### config.mk
export PLATFORM = sky130hd
export DESIGN_NAME = alarma_programable
export DESIGN_NICKNAME = d
export VERILOG_FILES = /design/src/rtl/alarma_programable.sv
export SDC_FILE = /design/constraint.sdc
export NUM_CORES = 1
export LEC_CHECK = 0
export CAP_MARGIN = 15
export CORE_MARGIN = 8
export CORE_UTILIZATION = 53
export DETAILED_ROUTE_END_ITERATION = 16
export PLACE_DENSITY = 0.8
export SLEW_MARGIN = 20
export SYNTH_ARGS = -nofsm -noshare
export SYNTH_HDL_FRONTEND = slang
export SYNTH_SLANG_ARGS = --single-unit
export TNS_END_PERCENT = 5
### constraint.sdc
create_clock -name clk -period 2 [get_ports clk]
set_input_delay 0.5 -clock clk [delete_from_list [all_inputs] [get_ports clk]]
set_output_delay 0.5 -clock clk [all_outputs]
set_load 0.02 [all_outputs]
### src/rtl/alarma_programable.sv
// alarma_programable: multi-channel programmable alarm controller.
// Each channel stores an alarm time, detects the first cycle the running
// time equals it, then rings for a bounded number of ticks. Snooze and stop
// inputs act on all channels at once. The LED output blinks while any
// channel is ringing.
module alarma_programable #(
  parameter int N_ALARMS   = 4,
  parameter int MIN_W      = 7,
  parameter int HOUR_W     = 5,
  parameter int LED_W      = 4,
  parameter int RING_SEC   = 60,
  parameter int SNOOZE_SEC = 300,
  parameter int MAX_SNOOZE = 3,
  localparam int SEL_W     = (N_ALARMS > 1) ? $clog2(N_ALARMS) : 1
) (
  input  logic                clk,
  input  logic                reset,
  input  logic                tick,
  input  logic [MIN_W-1:0]    minutos,
  input  logic [HOUR_W-1:0]   horas,
  input  logic                wr_en,
  input  logic [SEL_W-1:0]    wr_sel,
  input  logic [MIN_W-1:0]    wr_minutos,
  input  logic [HOUR_W-1:0]   wr_horas,
  input  logic                wr_habil,
  input  logic                posponer,
  input  logic                apagar,
  output logic [N_ALARMS-1:0] sonando,
  output logic [N_ALARMS-1:0] pospuesto,
  output logic                alarma,
  output logic [LED_W-1:0]    ledsAl
);

  // One counter serves both the ring and the snooze period, so it must hold
  // the longer of the two.
  localparam int CNT_MAX = (RING_SEC > SNOOZE_SEC) ? RING_SEC : SNOOZE_SEC;
  localparam int CNT_W   = $clog2(CNT_MAX + 1);
  localparam int NSNZ_W  = (MAX_SNOOZE > 0) ? $clog2(MAX_SNOOZE + 1) : 1;

  // Counter value at which the next tick ends the period.
  localparam logic [CNT_W-1:0]  RING_LAST   = CNT_W'(RING_SEC - 1);
  localparam logic [CNT_W-1:0]  SNOOZE_LAST = CNT_W'(SNOOZE_SEC - 1);
  localparam logic [NSNZ_W-1:0] NSNZ_MAX    = NSNZ_W'(MAX_SNOOZE);

  typedef enum logic [1:0] {
    ST_IDLE   = 2'd0,
    ST_RING   = 2'd1,
    ST_SNOOZE = 2'd2
  } state_t;

  // The running time is registered once so that every channel compares
  // against the same stable value; a new time therefore triggers one cycle
  // after it is first sampled.
  logic [MIN_W-1:0]  minutos_reg;
  logic [HOUR_W-1:0] horas_reg;
  logic              fase_reg;

  // Capture the running time.
  always_ff @(posedge clk) begin
    if (reset) begin
      minutos_reg <= '0;
      horas_reg   <= '0;
    end else begin
      minutos_reg <= minutos;
      horas_reg   <= horas;
    end
  end

  for (genvar gi = 0; gi < N_ALARMS; gi++) begin : g_ch
    logic [MIN_W-1:0]  min_reg;
    logic [HOUR_W-1:0] hr_reg;
    logic              hab_reg;
    logic              match_prev_reg;
    state_t            state_reg, state_next;
    logic [CNT_W-1:0]  cnt_reg, cnt_next;
    logic [NSNZ_W-1:0] nsnz_reg, nsnz_next;
    logic              sel;
    logic              match;
    logic              trigger;

    assign sel     = wr_en && (wr_sel == SEL_W'(gi));
    assign match   = hab_reg && (minutos_reg == min_reg) && (horas_reg == hr_reg);
    // Only the first cycle of a match rings, so a held match or a match that
    // was just stopped does not ring again within the same minute.
    assign trigger = match && !match_prev_reg;

    // Next state, in descending priority: stop, disabling write, snooze,
    // tick expiry / counting, trigger.
    always_comb begin
      state_next = state_reg;
      cnt_next   = cnt_reg;
      nsnz_next  = nsnz_reg;
      if (apagar) begin
        state_next = ST_IDLE;
        cnt_next   = '0;
      end else if (sel && !wr_habil) begin
        state_next = ST_IDLE;
        cnt_next   = '0;
      end else begin
        case (state_reg)
          ST_RING: begin
            if (posponer && (nsnz_reg < NSNZ_MAX)) begin
              state_next = ST_SNOOZE;
              cnt_next   = '0;
              nsnz_next  = nsnz_reg + NSNZ_W'(1);
            end else if (tick) begin
              if (cnt_reg == RING_LAST) begin
                state_next = ST_IDLE;
                cnt_next   = '0;
              end else begin
                cnt_next = cnt_reg + CNT_W'(1);
              end
            end
          end
          ST_SNOOZE: begin
            if (tick) begin
              if (cnt_reg == SNOOZE_LAST) begin
                state_next = ST_RING;
                cnt_next   = '0;
              end else begin
                cnt_next = cnt_reg + CNT_W'(1);
              end
            end
          end
          default: begin
            if (trigger) begin
              state_next = ST_RING;
              cnt_next   = '0;
              nsnz_next  = '0;
            end
          end
        endcase
      end
    end

    // Channel registers: state, counters, match history and stored alarm.
    always_ff @(posedge clk) begin
      if (reset) begin
        state_reg      <= ST_IDLE;
        cnt_reg        <= '0;
        nsnz_reg       <= '0;
        match_prev_reg <= 1'b0;
        min_reg        <= '0;
        hr_reg         <= '0;
        hab_reg        <= 1'b0;
      end else begin
        state_reg      <= state_next;
        cnt_reg        <= cnt_next;
        nsnz_reg       <= nsnz_next;
        match_prev_reg <= match;
        if (sel) begin
          min_reg <= wr_minutos;
          hr_reg  <= wr_horas;
          hab_reg <= wr_habil;
        end
      end
    end

    assign sonando[gi]   = (state_reg == ST_RING);
    assign pospuesto[gi] = (state_reg == ST_SNOOZE);
  end

  assign alarma = |sonando;

  // Blink phase: parked at 1 while silent so the LEDs light immediately on a
  // new ring, then toggled once per second.
  always_ff @(posedge clk) begin
    if (reset) begin
      fase_reg <= 1'b1;
    end else if (!alarma) begin
      fase_reg <= 1'b1;
    end else if (tick) begin
      fase_reg <= ~fase_reg;
    end
  end

  assign ledsAl = {LED_W{alarma & fase_reg}};

endmodule

### After elaboration in Yosys (flattened, before gate mapping)

Index checks and enable logic that the tools add are counted.

| cells by class | value |
|---|---|
| equal/unequal tests | 47 |
| bitwise operators | 12 |
| reductions and logical operators | 56 |
| mux-type cells | 68 |
| $add $sub $neg | 8 |
| magnitude comparators | 4 |

Operators by type and width:

| operator | number |
|---|---|
| 9-bit 2-to-1 mux | 24 |
| 9-bit case mux with 2 select lines | 4 |
| 2-bit 2-to-1 mux | 32 |
| 5-bit AND reduction | 8 |
| 9-bit by 1-bit adder with 9-bit output (second input constant) | 4 |
| 9-bit by 6-bit equality test with 1-bit output (second input constant) | 4 |
| 9-bit equality test (second input constant) | 4 |
| 2-bit case mux with 2 select lines | 8 |
| 7-bit equality test | 4 |
| 1-bit logical AND | 24 |
| 5-bit equality test | 4 |
| 2-bit by 1-bit != test with 1-bit output (second input constant) | 8 |
| 2-bit equality test (second input constant) | 6 |
| 3-bit by 1-bit != test with 1-bit output (second input constant) | 4 |
| 3-bit by 2-bit != test with 1-bit output (second input constant) | 4 |
| 3-bit AND reduction | 4 |
| 3-bit nonzero test | 4 |
| 3-bit OR reduction | 4 |
| 1-bit NOT | 11 |
| 2-bit by 1-bit equality test with 1-bit output (second input constant) | 5 |
| 2-bit by 1-bit adder with 2-bit output (second input constant) | 4 |
| 2-bit less-than comparator (second input constant) | 4 |
| 2-bit != test (second input constant) | 4 |
| 2-bit nonzero test | 4 |
| 5 further kinds | 9 |

| word-level totals | value |
|---|---|
| input port bits | 33 |
| word-level logic and storage cells | 226 |
| output and inout bits | 13 |
| register bits | 121 |

### Depth between registers and ports, before layout

Gate-level depths: netlist of the first run.

| logic depth | value |
|---|---|
| depth after elaboration | 6 |
| depth in mapped cells | 9 |
| gate-level depth less buffers | 7 |

### Least setup slack after synthesis of the first run

OpenSTA, ideal clock, no wires.

| path | value |
|---|---|
| path type | register to output |
| from | register g_ch[1].state_reg[1] |
| to | output ledsAl[1] |
| path buffers | 2 |
| cell stages (with the launch flop) | 7 |
| data required time | 1500 ps |
| arrival | 1642 ps |
| slack | -142 ps |
| path through | dfxtp_1 inv_1 ha_1 clkbuf_1 nor4_1 nor2b_1 buf_4 |

| between the ends | value |
|---|---|
| longest elaborated chain between the ends | 3 |

RTL lines:

| what | RTL line | RTL |
|---|---|---|
| start: declaration | 74 | `state_t state_reg, state_next;` |
| start signal: assignment | 147 | `state_reg <= state_next;` |
| 2-bit by 1-bit equality test with 1-bit output | 159 | `assign sonando[gi] = (state_reg == ST_RING);` |
| net sonando[1] | 28 | `output logic [N_ALARMS-1:0] sonando,` |
| 4-bit OR reduction | 163 | `assign alarma = \|sonando;` |
| 1-bit AND | 177 | `assign ledsAl = {LED_W{alarma & fase_reg}};` |
| end: declaration | 31 | `output logic [LED_W-1:0] ledsAl` |

The timed path passes the listed nets, and every way through them passes these cells.

### Worst setup path after layout of the first run

| path | value |
|---|---|
| from | register g_ch[3].state_reg[1] |
| to | output alarma |

| between the ends | value |
|---|---|
| longest elaborated chain between the ends | 2 |

RTL lines:

| what | RTL line | RTL |
|---|---|---|
| start: declaration | 74 |  |
| start signal: assignment | 147 |  |
| 2-bit by 1-bit equality test with 1-bit output | 159 |  |
| 4-bit OR reduction | 163 |  |
| end: declaration | 30 | `output logic alarma,` |

No other way between the ends.

==> run metrics, run 1 <==
most area-hungry cell type in the Yosys netlist=dfxtp_1; Cell Pwr Density=between 700 and 800 mW/mm^2; failing checks=negative setup slack; fin crit period=2.09 ns; wire per inst=16.5 microns; Die ar.=about 0.015 sq mm; TNS Setup=-0.596 ns; Ys Warns=0; VDD IR max=a little under 0.8 mV; maximum level of the CTS H-tree=4; most common cell after layout, fill and taps aside=nand2_1; Clock Skews=0.00627 ns; max-slew violations=0; Residual DRC=0; MaxCap Viol Count=0; fin nets=915; row count=39; global-route wire length before repair=26300 microns; Avg Inst Size Synth=8.11 sq um; most frequent cells in the layout=nand2_1, dfxtp_1, buf_4; critical path arrival=around 1.6 ns; worst min-delay path class=reg2reg; CTS buffer count=17; antenna violations before repair=0; Leak=3.26 nW; WP data required=1.50 ns; Detailed Routing Iterations Pass 1=7; # diodes=0; die span in y=123 microns; number of global-route vias before repair=between 5k and 6k; DRT Wirelength=16800 microns; Tcrit/Tclk final=104%; RD Place Congestion=0.884; max reg flops=36; largest cells by area after synthesis=dfxtp_1, nand2_1, a21oi_1; Worst Setup End Kind=primary output; worst setup margin=-0.0888 ns; CORE AREA=0.0113 sq mm; register area share after synthesis=40.0%; share of cells above drive strength 1=23.8%; Initial Utilization=53.7%; clk sinks=121; Area Overhead vs Synth=34.0%; Worst-Skew Late Latency=0.42 ns; WS Path Type=reg2out; I/O Buffers=45; relative slew slack=54.2%; routed vias/inst=roughly 5.7; Syn Inst Count=approximately 750; RSZ-0062 raised after global routing=true; Final Power=approximately 0.0061 W; clk root buf=clkbuf_16; total congestion overflow=0; via count=5852; Die X=between 100 and 150 microns; ys async rst share=0%; CTS max path bufs=2; All-Layer GR Usage=22.1%; Seq cells post-synth=121; Non-Filler Instances=approximately 1.0k; dpl cells=985; hpwl dp=11800 microns; Netlist cell types=62; post-layout util=72.0%; clock-pin slew on the worst setup and hold paths=0.06 ns; DR iter-0 viols=approximately 430; Synth top area share=around 40%; Post-synth EDFFs=0; startpoint types=flip-flop; final count of hold timing violations=0; Max Clk Rate=479 MHz; mapped cell area=slightly above 0.006 sq mm; CTS tree=yes; syn_nets=approximately 800; Main synth FF type=dfxtp_1; antenna viol nets, final=0; largest net degree at the start of global routing=a little under 70; # hold bufs at CTS=0; I/O pins=46; CP Max Fanout=3; Final Setup Violations=13; Tightest Pin Transition=0.687 ns; status=finished, violations left
## kinds of logic after synthesis
logic type / synth area share, %
AOI/OAI and AO/OA: 15.6
xor gates and xnor gates: 6.63
adders and majority gates: 3.31
buffers and inverters: 4.46
DFF: 40.0
muxes: 1.69
and+or+nand+nor: 28.3
## final cells by class
cell class | count | area (sq um)
Tap cell | 143 | 179
Clock buffer | 21 | 470
Clock inverter | 10 | 119
Multi-Input combinational cell | 558 | 3630
Sequential cell | 121 | 2450
Inverter | 32 | 120
Timing Repair Buffer | 136 | 1150
Fill cell | 804 | 3160
## final timing paths
check,from,to,slack [ns],cells past startpoint
worst max-delay path,g_ch[3].state_reg[1],alarma,-0.09,5
worst min-delay path,g_ch[3].hr_reg[1],g_ch[3].hr_reg[1],0.47,2
worst min register to register,g_ch[3].hr_reg[1],g_ch[3].hr_reg[1],0.47,2
worst max register to register,minutos_reg[0],g_ch[2].state_reg[0],-0.05,7
## critical path, stage by stage (launching register included)
cell and delay, ns:
dfxtp_2 0.33, inv_2 0.04, ha_4 0.16, nor4_4 0.38, inv_1 0.09, buf_2 0.17
## routing by layer
metal | track usage [%] | vias up | routed length, microns
met4 | 9.52 | 0 | 503
met5 | 0 | - | 0
met3 | 6.26 | 44 | 912
met2 | 39.3 | 180 | 8650
li1 | - | 2858 | -
met1 | 24.0 | 2770 | 6750
## per-stage QoR
stage | cell area [sq um] | hold WS, ns | setup WS [ns]
after global placement | 7210 | 0.450 | -0.547
after floorplan | 6070 | 0.434 | -0.0872
final | 8120 | 0.466 | -0.0888
after CTS | 7860 | 0.463 | -0.175
after detailed placement | 7210 | 0.451 | -0.615
after global routing | 8120 | 0.485 | -0.137
## timing repair
item                       in CTS  in global routing
setup endpoints to repair      56                 57
gates resized for setup        68                 64
buffers inserted                0                  4
pin swaps                       9                 19
gates cloned                    0                  1
## cell usage after synthesis (4+ instances only)
cell type,n
nand3_1,33
nand2b_1,15
nor3_1,21
nor2_1,28
nand3b_1,7
ha_1,16
xor2_1,20
a21o_1,9
nand2_1,134
a21oi_1,79
inv_1,32
nor4_1,12
and3_1,14
or3_1,9
nor3b_1,5
nor2b_1,17
o21ai_0,18
dfxtp_1,121
a221o_1,4
mux2i_1,8
nand4_1,14
o21a_1,5
clkbuf_1,27
xnor2_1,24
nand4b_1,4
o22ai_1,8
## power by group
part           switching, W  internal [W]
logic              0.000279      0.000266
registers         0.0000496       0.00246
clock network       0.00109       0.00193
total               0.00142       0.00465
Note: power is estimated with default switching activity, not from simulation.
==> run 2, diff against run 1 <==
--- a/config.mk
+++ b/config.mk
@@ -14,4 +14,4 @@
 export SYNTH_ARGS = -nofsm -noshare
 export SYNTH_HDL_FRONTEND = slang
 export SYNTH_SLANG_ARGS = --single-unit
-export TNS_END_PERCENT = 5
+export TNS_END_PERCENT = 10
==> run 2 against run 1 <==
Effect of this change:
- the flow still finishes with violations (negative setup slack)
- final area up 0.12%
- largest cell class unchanged
- worst hold slack better by 0.00076 ns
- critical path depth rose by 1
- sequential power about the same
- die area unchanged
==> run metrics, run 2 (synthesis gave the netlist of run 1 again) <==
# hold bufs at CTS=0; critical path arrival=1.63 ns; I/O Buffers=45; CORE AREA=approximately 0.011 sq mm; die span in y=123 microns; global-route wire length before repair=26400 microns; TNS Setup=-0.697 ns; Worst-Skew Late Latency=0.42 ns; met3 wire len=965 microns; # diodes=0; Cell Pwr Density=about 750 mW/mm^2; Clock Skews=0.00711 ns; MaxCap Viol Count=0; DRT Wirelength=17100 microns; Final Setup Violations=18; WS Path Type=reg2out; most common cell after layout, fill and taps aside=nand2_1; Worst Setup End Kind=primary output; CTS tree=yes; fin nets=921; clock-pin slew on the worst setup and hold paths=0.06 ns; routed vias/inst=5.74; I/O pins=46; max reg flops=36; critical path, cell by cell=inv_2, ha_4, nor4_4, nor2b_2, buf_4, buf_6; most frequent cells in the layout=nand2_1, dfxtp_1, buf_4; number of global-route vias before repair=between 5k and 6k; Die X=approximately 120 microns; worst min-delay path class=reg2reg; wire per inst=16.6 microns; All-Layer GR Usage=22.1%; final count of hold timing violations=0; Tightest Pin Transition=0.680 ns; total congestion overflow=0; Initial Utilization=53.7%; via count=5893; clk root buf=clkbuf_16; Filler cells=811; Detailed Routing Iterations Pass 1=6; antenna violations before repair=0; crit-path max cell delay=0.33 ns; worst setup margin=-0.133 ns; clk sinks=121; Slowest-stage cell, CP=dfxtp_2; Area Overhead vs Synth=34.2%; DR iter-0 viols=451; status=finished, violations left; top sig layer=met4; Tcrit/Tclk final=107%; row count=39; largest net degree at the start of global routing=69; failing checks=negative setup slack; share of cells above drive strength 1=24.2%; WP data required=1.50 ns; Die ar.=0.0151 sq mm; CP Max Fanout=4; Residual DRC=0; Leak=3.26 nW; relative slew slack=54.6%; VDD IR max=0.783 mV; hpwl dp=11800 microns; CTS buffer count=17; RSZ-0062 raised after global routing=true; RD Place Congestion=around 0.88; max-slew violations=0; CTS max path bufs=2; Post-Route Hold Slack=0.467 ns; antenna viol nets, final=0; metal1 wirelength=slightly below 7000 microns; maximum level of the CTS H-tree=4; Max Clk Rate=469 MHz; met2 WL post-DR=roughly 9000 microns; startpoint types=flip-flop; fin crit period=2.13 ns
[run 2: changes by cell type in the layout (fill, tap and decap cells not counted), sizes merged]
cell         delta
clkbuf          +1
buf             +6
dlygate4sd2     -1
[run 2: per-stage QoR]
step	util [%]	total power (W)	setup slack, ns	instances	area (sq um)
finish	72.1	0.00608	-0.133	1027	8130
global route	72.1	0.00627	-0.188	1027	8130
detailed placement	64.0	0.00306	-0.615	985	7210
floorplan	-	0.00281	-0.0872	747	6070
global placement	64.0	0.00304	-0.547	985	7210
CTS	69.9	0.00607	-0.175	1018	7880
[run 2: final cells by class]
cell class / instances / area (sq um) / share of cell area, %
well taps: 143 / 179 / 2.20
repair buffers: 142 / 1180 / 14.6
inverters: 32 / 120 / 1.48
clock inverters: 10 / 119 / 1.46
flip-flops and latches: 121 / 2450 / 30.1
clock buffers: 21 / 470 / 5.79
multi-input cells: 558 / 3610 / 44.4
[run 2: final timing paths]
check	end	slack [ns]	start	cells past startpoint
worst max-delay path	ledsAl[3]	-0.13	g_ch[3].state_reg[1]	6
worst min-delay path	g_ch[3].hr_reg[1]	0.47	g_ch[3].hr_reg[1]	2
worst max register to register	g_ch[2].state_reg[0]	-0.08	minutos_reg[0]	7
worst min register to register	g_ch[3].hr_reg[1]	0.47	g_ch[3].hr_reg[1]	2
[run 2: where the power goes]
part	total, W	switching [W]	leakage (nW)	internal [W]
Clock	0.00302	0.00109	0.282	0.00192
Combinational	0.000548	0.000280	2.00	0.000268
Sequential	0.00251	0.0000505	0.988	0.00246
[run 2: metal layers]
layer  up-vias  GRT usage, %
met5         -             0
met4         0          9.52
met3        41          6.26
met2       209          39.4
met1      2781          24.0
li1       2862             -
[run 2: what timing repair did]
item                       in CTS  in global routing
cloned                          0                  1
pin swaps                       9                 23
setup endpoints to repair      56                 57
resized for setup              71                 56
buffers inserted                2                  8
[run 2: critical path, delay by kind of cell (launching register included)]
family	cells	cell delay, ns
fa+ha+maj	1	0.16
buf+inv	3	0.30
flops	1	0.33
simple gates	2	0.42
